**config.mk**
```make
export PLATFORM = sky130hd
export DESIGN_NAME = fetch_stage_flat
export DESIGN_NICKNAME = d
export VERILOG_FILES = /design/src/rtl/mips_pkg.sv /design/src/rtl/fetch_stage_if.sv /design/src/rtl/mux32bit_2to1.sv /design/src/rtl/fetch_stage.sv /design/src/flat_wrapper.sv
export SDC_FILE = /design/constraint.sdc
export NUM_CORES = 1
export LEC_CHECK = 0
export CORE_UTILIZATION = 25
export DETAILED_ROUTE_END_ITERATION = 10
export GPL_TIMING_DRIVEN = 0
export PLACE_DENSITY = 0.52
export SLEW_MARGIN = 15
export SYNTH_ARGS = -nofsm -noshare
export SYNTH_HDL_FRONTEND = slang
export SYNTH_SLANG_ARGS = --single-unit
```
**constraint.sdc**
```tcl
create_clock -name clk -period 6.3 [get_ports clk]
set_input_delay 0.63 -clock clk [delete_from_list [all_inputs] [get_ports clk]]
set_output_delay 0.63 -clock clk [all_outputs]
set_load 0.02 [all_outputs]
```
**src/rtl/mips_pkg.sv**
```systemverilog
// Shared MIPS pipeline definitions: fetch FSM encoding, instruction width,
// the canonical bubble instruction and a small PC helper.
package mips_pkg;

    localparam int INSTR_W = 32;

    // sll $0,$0,0 -- architectural no-op presented in empty pipeline slots
    localparam logic [INSTR_W-1:0] NOP_INSTR = 32'h0000_0000;

    // S_FETCH: normal operation
    // S_KILL : a request is outstanding whose data must be thrown away
    typedef enum logic {
        S_FETCH = 1'b0,
        S_KILL  = 1'b1
    } fetch_state_t;

    // One fetched instruction together with its link / branch base address
    typedef struct packed {
        logic [INSTR_W-1:0] instr;
        logic [INSTR_W-1:0] pc4;
    } fetch_word_t;

    // Sequential successor of a PC; wraps modulo 2^32
    function automatic logic [INSTR_W-1:0] pc_plus4(input logic [INSTR_W-1:0] pc);
        return pc + 32'd4;
    endfunction

endpackage

```
**src/rtl/fetch_stage_if.sv**
```systemverilog
// Instruction-memory request/response bundle between the fetch stage
// (master) and the instruction memory (slave).
interface fetch_stage_if;
    import mips_pkg::*;

    logic               imem_req;
    logic [INSTR_W-1:0] imem_addr;
    logic               imem_ack;
    logic [INSTR_W-1:0] imem_rdata;

    modport master (
        output imem_req,
        output imem_addr,
        input  imem_ack,
        input  imem_rdata
    );

    modport slave (
        input  imem_req,
        input  imem_addr,
        output imem_ack,
        output imem_rdata
    );

endinterface

```
**src/rtl/mux32bit_2to1.sv**
```systemverilog
// Library cell: 32-bit two-input multiplexer, y = sel ? b : a.
module mux32bit_2to1 (
    input  logic [31:0] a,
    input  logic [31:0] b,
    input  logic        sel,
    output logic [31:0] y
);

    assign y = sel ? b : a;

endmodule

```
**src/rtl/fetch_stage.sv**
```systemverilog
// MIPS instruction-fetch stage. Owns the PC, runs the req/ack handshake
// to instruction memory, keeps a one-entry skid buffer so an ack that
// lands during a stall is never lost, and loads the IF/ID register.
// A redirect that arrives while a request is in flight cannot cancel the
// bus transaction, so the FSM parks in S_KILL until that ack arrives and
// then discards its data.
module fetch_stage
    import mips_pkg::*;
#(
    parameter logic [31:0] RESET_PC  = 32'h0000_0000,
    parameter logic [31:0] NOP_INSTR = mips_pkg::NOP_INSTR
) (
    input  logic                clk,
    input  logic                rst,
    input  logic                stall,
    input  logic                branch_taken,
    input  logic [31:0]         branch_target,
    input  logic                jump,
    input  logic [31:0]         jump_target,
    fetch_stage_if.master       imem,
    output logic                if_id_valid,
    output logic [31:0]         if_id_instr,
    output logic [31:0]         if_id_pc_plus4
);

    fetch_state_t state_q, state_d;
    logic [31:0]  pc_q, pc_d;
    logic [31:0]  redir_q, redir_d;
    logic         req_q, req_d;
    logic         skid_v_q, skid_v_d;
    fetch_word_t  skid_q, skid_d;
    logic         ifid_v_q, ifid_v_d;
    logic [31:0]  ifid_instr_q, ifid_instr_d;
    logic [31:0]  ifid_pc4_q, ifid_pc4_d;

    logic [31:0]  pc_seq;
    logic [31:0]  pc_jmp;
    logic [31:0]  pc_next;
    logic         jump_eff;
    logic         redirect;
    logic         accepted;

    // A jump decoded from a bubble slot is not a real instruction
    assign jump_eff = jump & ifid_v_q;
    assign redirect = branch_taken | jump_eff;
    assign accepted = req_q & imem.imem_ack;
    assign pc_seq   = pc_plus4(pc_q);

    // Sequential vs jump; the branch mux sits last so an older EX branch
    // overrides a younger ID jump in the same cycle
    mux32bit_2to1 u_mux_jump (
        .a   (pc_seq),
        .b   (jump_target),
        .sel (jump_eff),
        .y   (pc_jmp)
    );

    mux32bit_2to1 u_mux_branch (
        .a   (pc_jmp),
        .b   (branch_target),
        .sel (branch_taken),
        .y   (pc_next)
    );

    // Next-state logic for PC, redirect latch, skid buffer and IF/ID
    always_comb begin
        state_d      = state_q;
        pc_d         = pc_q;
        redir_d      = redir_q;
        skid_v_d     = skid_v_q;
        skid_d       = skid_q;
        ifid_v_d     = ifid_v_q;
        ifid_instr_d = ifid_instr_q;
        ifid_pc4_d   = ifid_pc4_q;

        case (state_q)
            S_FETCH: begin
                if (redirect) begin
                    // Redirect beats stall; everything younger is squashed
                    skid_v_d     = 1'b0;
                    ifid_v_d     = 1'b0;
                    ifid_instr_d = NOP_INSTR;
                    if (!req_q || accepted) begin
                        pc_d = pc_next;
                    end else begin
                        // Address must stay put until the ack, so remember
                        // the target and throw the in-flight word away
                        redir_d = pc_next;
                        state_d = S_KILL;
                    end
                end else if (stall) begin
                    if (accepted) begin
                        skid_v_d = 1'b1;
                        skid_d   = '{instr: imem.imem_rdata, pc4: pc_seq};
                        pc_d     = pc_next;
                    end
                end else if (skid_v_q) begin
                    // Drain the word that arrived during the stall
                    ifid_v_d     = 1'b1;
                    ifid_instr_d = skid_q.instr;
                    ifid_pc4_d   = skid_q.pc4;
                    skid_v_d     = 1'b0;
                end else if (accepted) begin
                    ifid_v_d     = 1'b1;
                    ifid_instr_d = imem.imem_rdata;
                    ifid_pc4_d   = pc_seq;
                    pc_d         = pc_next;
                end else begin
                    // Memory still busy: hand decode a bubble
                    ifid_v_d     = 1'b0;
                    ifid_instr_d = NOP_INSTR;
                end
            end

            S_KILL: begin
                ifid_v_d     = 1'b0;
                ifid_instr_d = NOP_INSTR;
                if (redirect) begin
                    redir_d = pc_next;
                end
                if (accepted) begin
                    pc_d    = redirect ? pc_next : redir_q;
                    state_d = S_FETCH;
                end
            end

            default: begin
                state_d = S_FETCH;
            end
        endcase

        // A full skid blocks new requests; otherwise a request is always
        // in progress (an outstanding one is never dropped)
        req_d = ~skid_v_d;
    end

    // FSM state register
    always_ff @(posedge clk or posedge rst) begin
        if (rst) begin
            state_q <= S_FETCH;
        end else begin
            state_q <= state_d;
        end
    end

    // PC, redirect latch and request flag
    always_ff @(posedge clk or posedge rst) begin
        if (rst) begin
            pc_q    <= RESET_PC;
            redir_q <= RESET_PC;
            req_q   <= 1'b0;
        end else begin
            pc_q    <= pc_d;
            redir_q <= redir_d;
            req_q   <= req_d;
        end
    end

    // Skid buffer
    always_ff @(posedge clk or posedge rst) begin
        if (rst) begin
            skid_v_q <= 1'b0;
            skid_q   <= '0;
        end else begin
            skid_v_q <= skid_v_d;
            skid_q   <= skid_d;
        end
    end

    // IF/ID pipeline register
    always_ff @(posedge clk or posedge rst) begin
        if (rst) begin
            ifid_v_q     <= 1'b0;
            ifid_instr_q <= NOP_INSTR;
            ifid_pc4_q   <= 32'h0000_0000;
        end else begin
            ifid_v_q     <= ifid_v_d;
            ifid_instr_q <= ifid_instr_d;
            ifid_pc4_q   <= ifid_pc4_d;
        end
    end

    assign imem.imem_req  = req_q;
    assign imem.imem_addr = pc_q;
    assign if_id_valid    = ifid_v_q;
    assign if_id_instr    = ifid_instr_q;
    assign if_id_pc_plus4 = ifid_pc4_q;

endmodule
```
**src/flat_wrapper.sv**
```systemverilog
// flat-port wrapper written by rule: the top's interface ports become plain ports
module fetch_stage_flat import mips_pkg::*;
#(
    parameter logic [31:0] RESET_PC  = 32'h0000_0000,
    parameter logic [31:0] NOP_INSTR = mips_pkg::NOP_INSTR
)
  (clk, rst, stall, branch_taken, branch_target, jump, jump_target, if_id_valid, if_id_instr, if_id_pc_plus4, imem_imem_req, imem_imem_addr, imem_imem_ack, imem_imem_rdata);
  fetch_stage_if imem_i ();
  input  logic clk;
  input  logic rst;
  input  logic stall;
  input  logic branch_taken;
  input  logic [31:0] branch_target;
  input  logic jump;
  input  logic [31:0] jump_target;
  output logic if_id_valid;
  output logic [31:0] if_id_instr;
  output logic [31:0] if_id_pc_plus4;
  output wire logic [$bits(imem_i.imem_req)-1:0] imem_imem_req;
  output wire logic [$bits(imem_i.imem_addr)-1:0] imem_imem_addr;
  input wire logic [$bits(imem_i.imem_ack)-1:0] imem_imem_ack;
  input wire logic [$bits(imem_i.imem_rdata)-1:0] imem_imem_rdata;
  assign imem_imem_req = imem_i.imem_req;
  assign imem_imem_addr = imem_i.imem_addr;
  assign imem_i.imem_ack = imem_imem_ack;
  assign imem_i.imem_rdata = imem_imem_rdata;
  fetch_stage #(.RESET_PC(RESET_PC), .NOP_INSTR(NOP_INSTR)) u_core (.clk(clk), .rst(rst), .stall(stall), .branch_taken(branch_taken), .branch_target(branch_target), .jump(jump), .jump_target(jump_target), .imem(imem_i), .if_id_valid(if_id_valid), .if_id_instr(if_id_instr), .if_id_pc_plus4(if_id_pc_plus4));
endmodule
```
==> results of run 1 <==
## cell type report
type / count / share of cell area
buffer: 86 / 0.0279
timing repair buffer: 199 / 0.153
inverter: 13 / 0.00430
tap: 518 / 0.0495
antenna: 1 / 0.000191
sequential: 196 / 0.375
clock buffer: 21 / 0.0352
clock inverter: 11 / 0.00889
multi-input combinational: 817 / 0.346
## worst max-delay path by stage
| stage | end | slack, ns | cells after the start |
|---|---|---|---|
| 5_1_grt | u_core.imem.imem_addr[12] | 2.85 | 9 |
| 4_1_cts | u_core.imem.imem_addr[6] | 3.06 | 9 |
| 2_1_floorplan | u_core.if_id_instr[0] | 0.33 | 1 |
| 3_5_place_dp | u_core.imem.imem_addr[20] | 2.57 | 9 |
| 6_report | u_core.imem.imem_addr[6] | 3.06 | 9 |
| 3_3_place_gp | u_core.redir_q[9] | -2.76 | 2 |
## synthesized netlist by cell type, drive strengths merged, types with 8 or more instances
library cell / n / area share
a21oi: 58 / 0.029
or4: 8 / 0.0065
clkbuf: 61 / 0.023
o21a: 13 / 0.0099
buf: 25 / 0.014
o31ai: 15 / 0.011
nor3: 24 / 0.013
inv: 13 / 0.0050
o21ai: 120 / 0.061
mux2i: 48 / 0.049
nand3: 26 / 0.013
a22o: 11 / 0.0098
dfrtp: 196 / 0.50
nand2: 264 / 0.10
mux2: 8 / 0.0092
and3: 13 / 0.0083
nor4: 10 / 0.0064
nor2: 69 / 0.026
xnor2: 15 / 0.013
a31oi: 13 / 0.0083
## worst register-to-register path, delay by kind of cell, from the launching register on
kind                   cells  cell delay (ns)
AOI/OAI and AO/OA          3             1.10
DFF                        1             0.44
and+or+nand+nor            2             0.26
buffers and inverters      3             1.10
## kinds of logic after synthesis
family,share of synthesized area
simple gates,0.210
buf+inv,0.0421
fa+ha+maj,0.00127
mux,0.0580
flops,0.498
compound gates,0.173
xor+xnor,0.0178
## layer usage
metal,vias to the layer above,GRT usage,part of all wire
met1,4327,0.253,0.47
li1,4313,-,-
met2,353,0.274,0.45
met3,23,0.0409,0.069
met5,-,0,0
met4,0,0.0431,0.010
## per-stage QoR
step / total power (µW) / cells / setup slack (ns)
3_5_place_dp: 3210 / 1829 / 2.57
6_report: 4290 / 1862 / 3.06
2_1_floorplan: 2530 / 1112 / 0.329
4_1_cts: 4320 / 1861 / 3.06
3_3_place_gp: 3190 / 1828 / -2.76
5_1_grt: 4530 / 1862 / 2.85
## power groups by stage
| stage | clock [µW] | combinational, µW | sequential, µW |
|---|---|---|---|
| 2_1_floorplan | 0 | 578 | 1950 |
| 3_3_place_gp | 0 | 1350 | 1840 |
| 3_5_place_dp | 0 | 1360 | 1850 |
| 4_1_cts | 1130 | 1370 | 1820 |
| 5_1_grt | 1180 | 1480 | 1870 |
| 6_report | 1100 | 1360 | 1830 |
## flip-flops by register name, summed over array words and instances (netlist names)
| register | cells |
|---|---|
| u_core.skid_q | 64 |
| u_core.if_id_instr | 32 |
| u_core.if_id_pc_plus4 | 32 |
| u_core.imem.imem_addr | 32 |
| u_core.redir_q | 32 |
| u_core.if_id_valid | 1 |
| u_core.imem.imem_req | 1 |
| u_core.skid_v_q | 1 |
| u_core.state_q | 1 |
==> out/results.ini, run 1 <==
[timing]
setup_viol=0
maxSlewHeadroom=0.285
rsz0062_at_grt=false
worstMarginPinSlew_ns=1.07
drv_slew=0
fin_setup_tns_ns=0
skew_ns=0.0191
fmax_mhz=308
min_period_ns=3.24
hold_viol=0
holdWs_ns=0.475
post-route-period-util=0.515

[floorplanning]
die_h_um=200
rows=72
ios=200
core-area_um2=38700
dieArea_um2=40200
initial_core_util=0.254
fp.dieW_um=200

[finish]
post-route-util=0.338
final_cell_mix=nand2_1, clkdlybuf4s50_1, dfrtp_1
nNetsFinal=1433
multi_input_area_um2=4530
regArea_um2=4900
drive_above_1_share=0.0521
fill_cells=4087
final_common_cell=nand2_1
postLayoutCellArea_um2=13100
syn2layout_area_growth_pct=33.0

[logic_synthesis]
ys_seq_area_frac=0.498
yosys_warnings=0
ys_seq_elements=196
ys_types=65
synth.avg_cell_area_um2=8.85
ys.flop_type=dfrtp_1
syn_nets=1215
synth_cells=1112
synth-edff-count=0
syn_area_um2=9840
synth-async-reset-ratio=1.00

[status]
status=completed

[clocking]
path_clk_slew_ns=0.08
cts_resized=0
clkLatencyLatePin_ns=0.46
cts_sinks=196
cts_hold_buf=0
post-cts-setup-buffers=0
clk_path_buf_depth=2
cts-htree-levels=4
cts_tree=yes
clockRootBuffer=clkbuf_16
cts_buffers=17

[global_route]
grt_pass1_vias=8702
overflow=0
grt_pass1_wl_um=54500
grtUsageTotal=0.178
grt_max_degree=100
antenna_found_initial=1

[pwr]
powerDensity_nw_per_um2=327
clockPowerShare=0.258
pwr-share-seq=0.426
power.leakage_uw=0.00542
switching_power_uw=1550
p_sw_frac=0.362
ir_worst_vdd_mv=0.190
p_comb_frac=0.316
p_int_uw=2740

[drt]
postRouteAntennaNets=0
viasPerCell=4.84
drtIter0Drc=651
drc=0
first_pass_iters=5
wl_per_cell_um=19.2
vias=9016
routed_wl_um=35700

[worst_setup_path]
cp-start-kind=input port
cpMaxStageDelayCell=a21oi_1
crit_type=input port to register
rr_worst_depth=8
worstPathMaxFanout=10
rr_endpoint=u_core.imem.imem_addr[6]
crit_buf_inv=4
startpoint=jump
critPathTopFamily=buffers and inverters
worst_ep_arrival_time_ns=3.61
slowest_delay_ns=0.86
end_kind=register
crit_chain=clkdlybuf4s50_1 -> buf_2 -> a21oi_1 -> o21bai_1 -> nand3_1 -> buf_2 -> buf_1 -> nand2_1 -> o21ai_0
r2r-start=u_core.if_id_valid
crit_required_ns=6.67
r2r_slack_ns=3.33
crit_top_cell=buf_2

[hold_path]
min_to=u_core.skid_q[21]
holdCritStartpoint=u_core.skid_q[21]
worstHoldPathType=register to register
holdPathStages=2

[placement]
post_dp_cell_area_um2=12500
portBuffers=198
gp_congestion=0.876
hpwl_um=26700

[flow_run]
max-cap-violations=0

Power figures use the tool's default switching activity.
==> inputs of run 2 (changes only) <==
--- a/config.mk
+++ b/config.mk
@@ -8,7 +8,7 @@
 export CORE_UTILIZATION = 25
 export DETAILED_ROUTE_END_ITERATION = 10
 export GPL_TIMING_DRIVEN = 0
-export PLACE_DENSITY = 0.52
+export PLACE_DENSITY = 0.51
 export SLEW_MARGIN = 15
 export SYNTH_ARGS = -nofsm -noshare
 export SYNTH_HDL_FRONTEND = slang
==> constraint.sdc (replaced) <==
create_clock -name clk -period 3.1 [get_ports clk]
set_input_delay 0.31 -clock clk [delete_from_list [all_inputs] [get_ports clk]]
set_output_delay 0.31 -clock clk [all_outputs]
set_load 0.02 [all_outputs]
==> run 2 against run 1 <==
Effect of this change: sequential share of layout area is 0.31 points lower; global-route usage is 0.25 points higher; cell area is 0.83% higher; final cell count is 0.21% higher; combinational power is 100% higher; worst hold slack worse by 0.27 ns; critical path depth is 3 lower; first-iteration DRC count is 3.5% higher; worst setup slack worse by 2.8 ns; highest routed layer unchanged.
==> out/results.ini, run 2 (synthesis gave the netlist of run 1 again) <==
[floorplanning]
fp.dieW_um=200  ; unchanged
ios=200  ; unchanged
dieArea_um2=40200  ; unchanged
initial_core_util=0.254  ; unchanged
die_h_um=200  ; unchanged
rows=72  ; unchanged
core-area_um2=38700  ; unchanged

[placement]
hpwl_um=27400  ; was 26700 µm
portBuffers=198  ; unchanged
post_dp_cell_area_um2=12600  ; was 12500 µm²
gp_congestion=0.843  ; was 0.876

[timing]
drv_slew=0  ; unchanged
min_period_ns=2.88
setup_viol=0  ; unchanged
worstMarginPinSlew_ns=0.951  ; was 1.07 ns
fmax_mhz=348
hold_viol=0  ; unchanged
skew_ns=0.0163  ; was 0.0191 ns
post-route-period-util=0.928
maxSlewHeadroom=0.366  ; was 0.285
rsz0062_at_grt=false  ; unchanged
holdWs_ns=0.206  ; was 0.475 ns

[pwr]
p_sw_frac=0.367  ; was 0.362
ir_worst_vdd_mv=0.390  ; was 0.190 mV
powerDensity_nw_per_um2=665  ; was 327 nW/µm²
p_int_uw=5560  ; was 2740 µW
power.leakage_uw=0.00547  ; was 0.00542 µW
clockPowerShare=0.262  ; was 0.258
switching_power_uw=3230  ; was 1550 µW
p_comb_frac=0.316  ; about the same
pwr-share-seq=0.422  ; was 0.426

[finish]
final_cell_mix=nand2_1, clkdlybuf4s50_1, dfrtp_1  ; unchanged
syn2layout_area_growth_pct=34.1  ; was 33.0%
postLayoutCellArea_um2=13200  ; was 13100 µm²
diodes=0  ; was 1
nNetsFinal=1438  ; was 1433
post-route-util=0.341  ; was 0.338
largest-register=u_core.skid_q  ; unchanged
final_common_cell=nand2_1  ; unchanged
drive_above_1_share=0.0579  ; was 0.0521
largest_register_ffs=64  ; unchanged

[drt]
drtIter0Drc=674  ; was 651
vias=9083  ; was 9016
postRouteAntennaNets=0  ; unchanged
wl_per_cell_um=19.4  ; was 19.2 µm
drc=0  ; unchanged
routed_wl_um=36100  ; was 35700 µm
first_pass_iters=5  ; unchanged
viasPerCell=4.87  ; was 4.84

[clocking]
clk_path_buf_depth=2  ; unchanged
post-cts-setup-buffers=0  ; unchanged
clkLatencyLatePin_ns=0.46  ; about the same
cts_sinks=196  ; unchanged
cts_buffers=17  ; unchanged
cts_hold_buf=0  ; unchanged
cts-htree-levels=4  ; unchanged
clockRootBuffer=clkbuf_16  ; unchanged
cts_tree=yes  ; unchanged
path_clk_slew_ns=0.09  ; was 0.08 ns

[worst_setup_path]
worst_ep_arrival_time_ns=3.17  ; was 3.61 ns
crit_chain=clkbuf_1 -> clkbuf_1 -> a21o_1 -> clkbuf_1 -> buf_1 -> a31oi_1  ; was clkdlybuf4s50_1 -> buf_2 -> a21oi_1 -> o21bai_1 -> nand3_1 -> buf_2 -> buf_1 -> nand2_1 -> o21ai_0
cp-start-kind=register  ; was input port
end_kind=register  ; unchanged
critPathTopFamily=buffers and inverters  ; unchanged
crit_buf_inv=4  ; unchanged
cp.depth=6  ; was 9
crit_top_cell=clkbuf_1  ; was buf_2
r2r-start=u_core.state_q  ; was u_core.if_id_valid
worstPathMaxFanout=10  ; unchanged
r2r_slack_ns=0.22  ; was 3.33 ns
crit_type=register to register  ; was input port to register
slowest_delay_ns=0.64  ; was 0.86 ns
rr_worst_depth=6  ; was 8
crit_required_ns=3.39  ; was 6.67 ns
cpMaxStageDelayCell=buf_1  ; was a21oi_1
rr_endpoint=u_core.redir_q[13]  ; was u_core.imem.imem_addr[6]

[status]
status=completed  ; unchanged

[flow_run]
max-cap-violations=0  ; unchanged

[global_route]
antenna_found_initial=0  ; was 1
grt_pass1_vias=8813  ; was 8702
grt_pass1_wl_um=55200  ; was 54500 µm
grt_max_degree=33  ; was 100
overflow=0  ; unchanged
grtUsageTotal=0.181  ; was 0.178

[hold_path]
worstHoldPathType=input port to asynchronous set/reset pin  ; was register to register

[run 2: per-stage QoR]
step                total power [µW]  TNS (ns)  setup slack (ns)  std cells
detailed placement              6540     -7.10            -0.281       1834
global route                    9260         0            0.0921       1866
CTS                             8850         0             0.111       1866
floorplan                       5140         0             0.258       1112
finish                          8780         0             0.223       1866
global placement                6470   -319.58             -1.61       1828
[run 2: layer usage]
metal  track usage  wire length, µm  share of wire
met1         0.253            16900           0.47
met2         0.279            16200           0.45
met3        0.0365             2180          0.060
met4        0.0586              850          0.024
met5             0                0              0
[run 2: how the worst max path moves through the flow]
stage                                  start                   endpoint
final                         u_core.state_q         u_core.redir_q[13]
after global routing          u_core.state_q         u_core.redir_q[21]
after CTS                 u_core.if_id_valid   u_core.imem.imem_addr[3]
after detailed placement                jump  u_core.imem.imem_addr[25]
after global placement                   rst         u_core.redir_q[23]
after floorplan                          rst      u_core.if_id_instr[0]
[run 2: cell type report]
cell class                      count  area (µm²)
Inverter                           13        52.6
Sequential cell                   196        4900
Fill cell                        4070       25500
Clock inverter                     14         161
Clock buffer                       18         429
Timing Repair Buffer              204        2100
Buffer                             86         365
Multi-Input combinational cell    817        4540
Tap cell                          518         648
[run 2: power by group through the flow]
| stage | logic (µW) | clock network [µW] | registers, µW |
|---|---|---|---|
| global placement | 2730 | 0 | 3740 |
| detailed placement | 2780 | 0 | 3760 |
| CTS | 2790 | 2350 | 3710 |
| floorplan | 1180 | 0 | 3960 |
| finish | 2770 | 2300 | 3710 |
| global route | 3030 | 2430 | 3800 |
[run 2: repair_timing]
action	4_1_cts	5_1_grt
setup endpoints to repair	0	11
resized for setup	0	2
endpoints found under the hold margin	0	0
==> inputs of run 3 (changes only) <==
--- a/config.mk
+++ b/config.mk
@@ -7,8 +7,7 @@
 export LEC_CHECK = 0
 export CORE_UTILIZATION = 25
 export DETAILED_ROUTE_END_ITERATION = 10
-export GPL_TIMING_DRIVEN = 0
-export PLACE_DENSITY = 0.51
+export PLACE_DENSITY = 0.52
 export SLEW_MARGIN = 15
 export SYNTH_ARGS = -nofsm -noshare
 export SYNTH_HDL_FRONTEND = slang
==> constraint.sdc (replaced) <==
create_clock -name clk -period 2.4 [get_ports clk]
set_input_delay 0.24 -clock clk [delete_from_list [all_inputs] [get_ports clk]]
set_output_delay 0.24 -clock clk [all_outputs]
set_load 0.02 [all_outputs]
==> run 3 against run 2 <==
Effect of this change: sequential power increased by 27%; cell area increased by 2.2%; sequential cell count unchanged; final cell count decreased by 0.21%; core utilization increased by 0.74 points; highest routed layer unchanged; global-route usage decreased by 1.8 points; clock skew decreased by 0.0037 ns; first-iteration DRC count decreased by 19%.
==> out/results.ini, run 3 (synthesis gave the netlist of run 1 again) <==
[status]
status=completed  ; unchanged

[finish]
final_common_cell=nand2_1  ; unchanged
post-route-util=0.348  ; was 0.341
drive_above_1_share=0.106  ; was 0.0579
diodes=0  ; unchanged
final_cell_mix=nand2_1, clkdlybuf4s50_1, dfrtp_1  ; unchanged
fill_cells=4044  ; was 4070
largest-register=u_core.skid_q  ; unchanged
nNetsFinal=1434  ; was 1438
largest_register_ffs=64  ; unchanged
postLayoutCellArea_um2=13500  ; was 13200 µm²
syn2layout_area_growth_pct=37.0  ; was 34.1%
multi_input_area_um2=4540  ; about the same
regArea_um2=4910  ; was 4900 µm²

[worst_setup_path]
crit_top_cell=buf_4  ; was clkbuf_1
cpMaxStageDelayCell=dfrtp_1  ; was buf_1
worstPathMaxFanout=8  ; was 10
slowest_delay_ns=0.43  ; was 0.64 ns
rr_endpoint=u_core.redir_q[21]  ; was u_core.redir_q[13]
r2r_slack_ns=0.12  ; was 0.22 ns
crit_chain=nand4_1 -> buf_4 -> nor4_1 -> buf_4 -> mux2_2 -> a221oi_1 -> a31oi_1  ; was clkbuf_1 -> clkbuf_1 -> a21o_1 -> clkbuf_1 -> buf_1 -> a31oi_1
worst_ep_arrival_time_ns=2.60  ; was 3.17 ns
crit_required_ns=2.72  ; was 3.39 ns
cp-start-kind=register  ; unchanged
r2r-start=u_core.imem.imem_addr[3]  ; was u_core.state_q
rr_worst_depth=7  ; was 6
end_kind=register  ; unchanged
crit_type=register to register  ; unchanged

[clocking]
clk_path_buf_depth=2  ; unchanged
post-cts-setup-buffers=0  ; unchanged
clockRootBuffer=clkbuf_16  ; unchanged
path_clk_slew_ns=0.08  ; was 0.09 ns
cts_buffers=17  ; unchanged
cts_sinks=196  ; unchanged
cts_hold_buf=0  ; unchanged
clkLatencyLatePin_ns=0.45  ; was 0.46 ns
cts_tree=yes  ; unchanged
cts-htree-levels=4  ; unchanged
cts_resized=0  ; unchanged

[drt]
wl_per_cell_um=17.4  ; was 19.4 µm
vias=8834  ; was 9083
first_pass_iters=5  ; unchanged
drc=0  ; unchanged
drtIter0Drc=548  ; was 674
routed_wl_um=32400  ; was 36100 µm
viasPerCell=4.74  ; was 4.87
postRouteAntennaNets=0  ; unchanged

[pwr]
power.leakage_uw=0.00570  ; was 0.00547 µW
p_sw_frac=0.356  ; was 0.367
powerDensity_nw_per_um2=840  ; was 665 nW/µm²
ir_worst_vdd_mv=0.475  ; was 0.390 mV
switching_power_uw=4040  ; was 3230 µW
p_comb_frac=0.337  ; was 0.316
clockPowerShare=0.248  ; was 0.262
pwr-share-seq=0.415  ; was 0.422
p_int_uw=7290  ; was 5560 µW

[timing]
setup_viol=0  ; unchanged
fmax_mhz=438  ; was 348 MHz
holdWs_ns=0.0936  ; was 0.206 ns
skew_ns=0.0126  ; was 0.0163 ns
worstMarginPinSlew_ns=0.723  ; was 0.951 ns
rsz0062_at_grt=false  ; unchanged
drv_slew=0  ; unchanged
fin_setup_tns_ns=0  ; unchanged
maxSlewHeadroom=0.518  ; was 0.366
post-route-period-util=0.952  ; was 0.928
hold_viol=0  ; unchanged
min_period_ns=2.28  ; was 2.88 ns

[hold_path]
worstHoldPathType=input port to asynchronous set/reset pin  ; unchanged

[floorplanning]
initial_core_util=0.254  ; unchanged
fp.dieW_um=200  ; unchanged
ios=200  ; unchanged
dieArea_um2=40200  ; unchanged
rows=72  ; unchanged
die_h_um=200  ; unchanged
core-area_um2=38700  ; unchanged

[placement]
portBuffers=199  ; was 198
post_dp_cell_area_um2=12900  ; was 12600 µm²
gp_congestion=0.845  ; was 0.843
hpwl_um=23700  ; was 27400 µm

[flow_run]
max-cap-violations=0  ; unchanged

[global_route]
antenna_found_initial=0  ; unchanged
grt_max_degree=78  ; was 33
overflow=0  ; unchanged
grt_pass1_wl_um=50900  ; was 55200 µm
grtUsageTotal=0.163  ; was 0.181
grt_pass1_vias=8441  ; was 8813

==> run 3: critical path: cells and delay by family, from the launching register on <==
family          cells  cell delay [ns]
buf+inv             2             0.41
flops               1             0.43
mux                 1             0.32
compound gates      2             0.49
simple gates        2             0.50
==> run 3: area by class of cell <==
cell class,instances,share of cell area
Inverter,13,0.00390
Sequential cell,196,0.364
Timing Repair Buffer,286,0.206
Multi-Input combinational cell,817,0.336
Clock buffer,21,0.0349
Clock inverter,11,0.00686
Tap cell,518,0.0481
==> run 3: layer usage <==
| layer | GRT usage | up-vias | share of wire |
|---|---|---|---|
| li1 | - | 4319 | - |
| met3 | 0.0310 | 29 | 0.050 |
| met4 | 0.0461 | 0 | 0.015 |
| met1 | 0.243 | 4222 | 0.51 |
| met2 | 0.238 | 264 | 0.43 |
| met5 | 0 | - | 0 |
==> run 3: worst max path at each step <==
stage | slack, ns | to | from
6_report | 0.12 | u_core.redir_q[21] | u_core.imem.imem_addr[3]
5_1_grt | 0.03 | u_core.imem.imem_addr[21] | u_core.imem.imem_addr[3]
4_1_cts | 0.11 | u_core.skid_q[20] | u_core.imem.imem_addr[3]
3_5_place_dp | 0.08 | u_core.imem.imem_addr[31] | jump
3_3_place_gp | 0.12 | u_core.imem.imem_addr[22] | jump
2_1_floorplan | -0.37 | u_core.if_id_instr[0] | rst
==> run 3: power groups by stage <==
| stage | logic (µW) | registers, µW | clock network [µW] |
|---|---|---|---|
| after floorplan | 1520 | 5120 | 0 |
| after global placement | 3790 | 4740 | 0 |
| after detailed placement | 3830 | 4770 | 0 |
| after CTS | 3850 | 4710 | 2910 |
| after global routing | 4170 | 4820 | 3010 |
| final | 3820 | 4700 | 2810 |
==> run 3: stage by stage <==
step,worst slack [ns],instances,total power [µW]
finish,0.115,1862,11300
global route,0.0314,1862,12000
CTS,0.106,1862,11500
detailed placement,0.0821,1830,8600
global placement,0.117,1830,8540
floorplan,-0.372,1112,6640
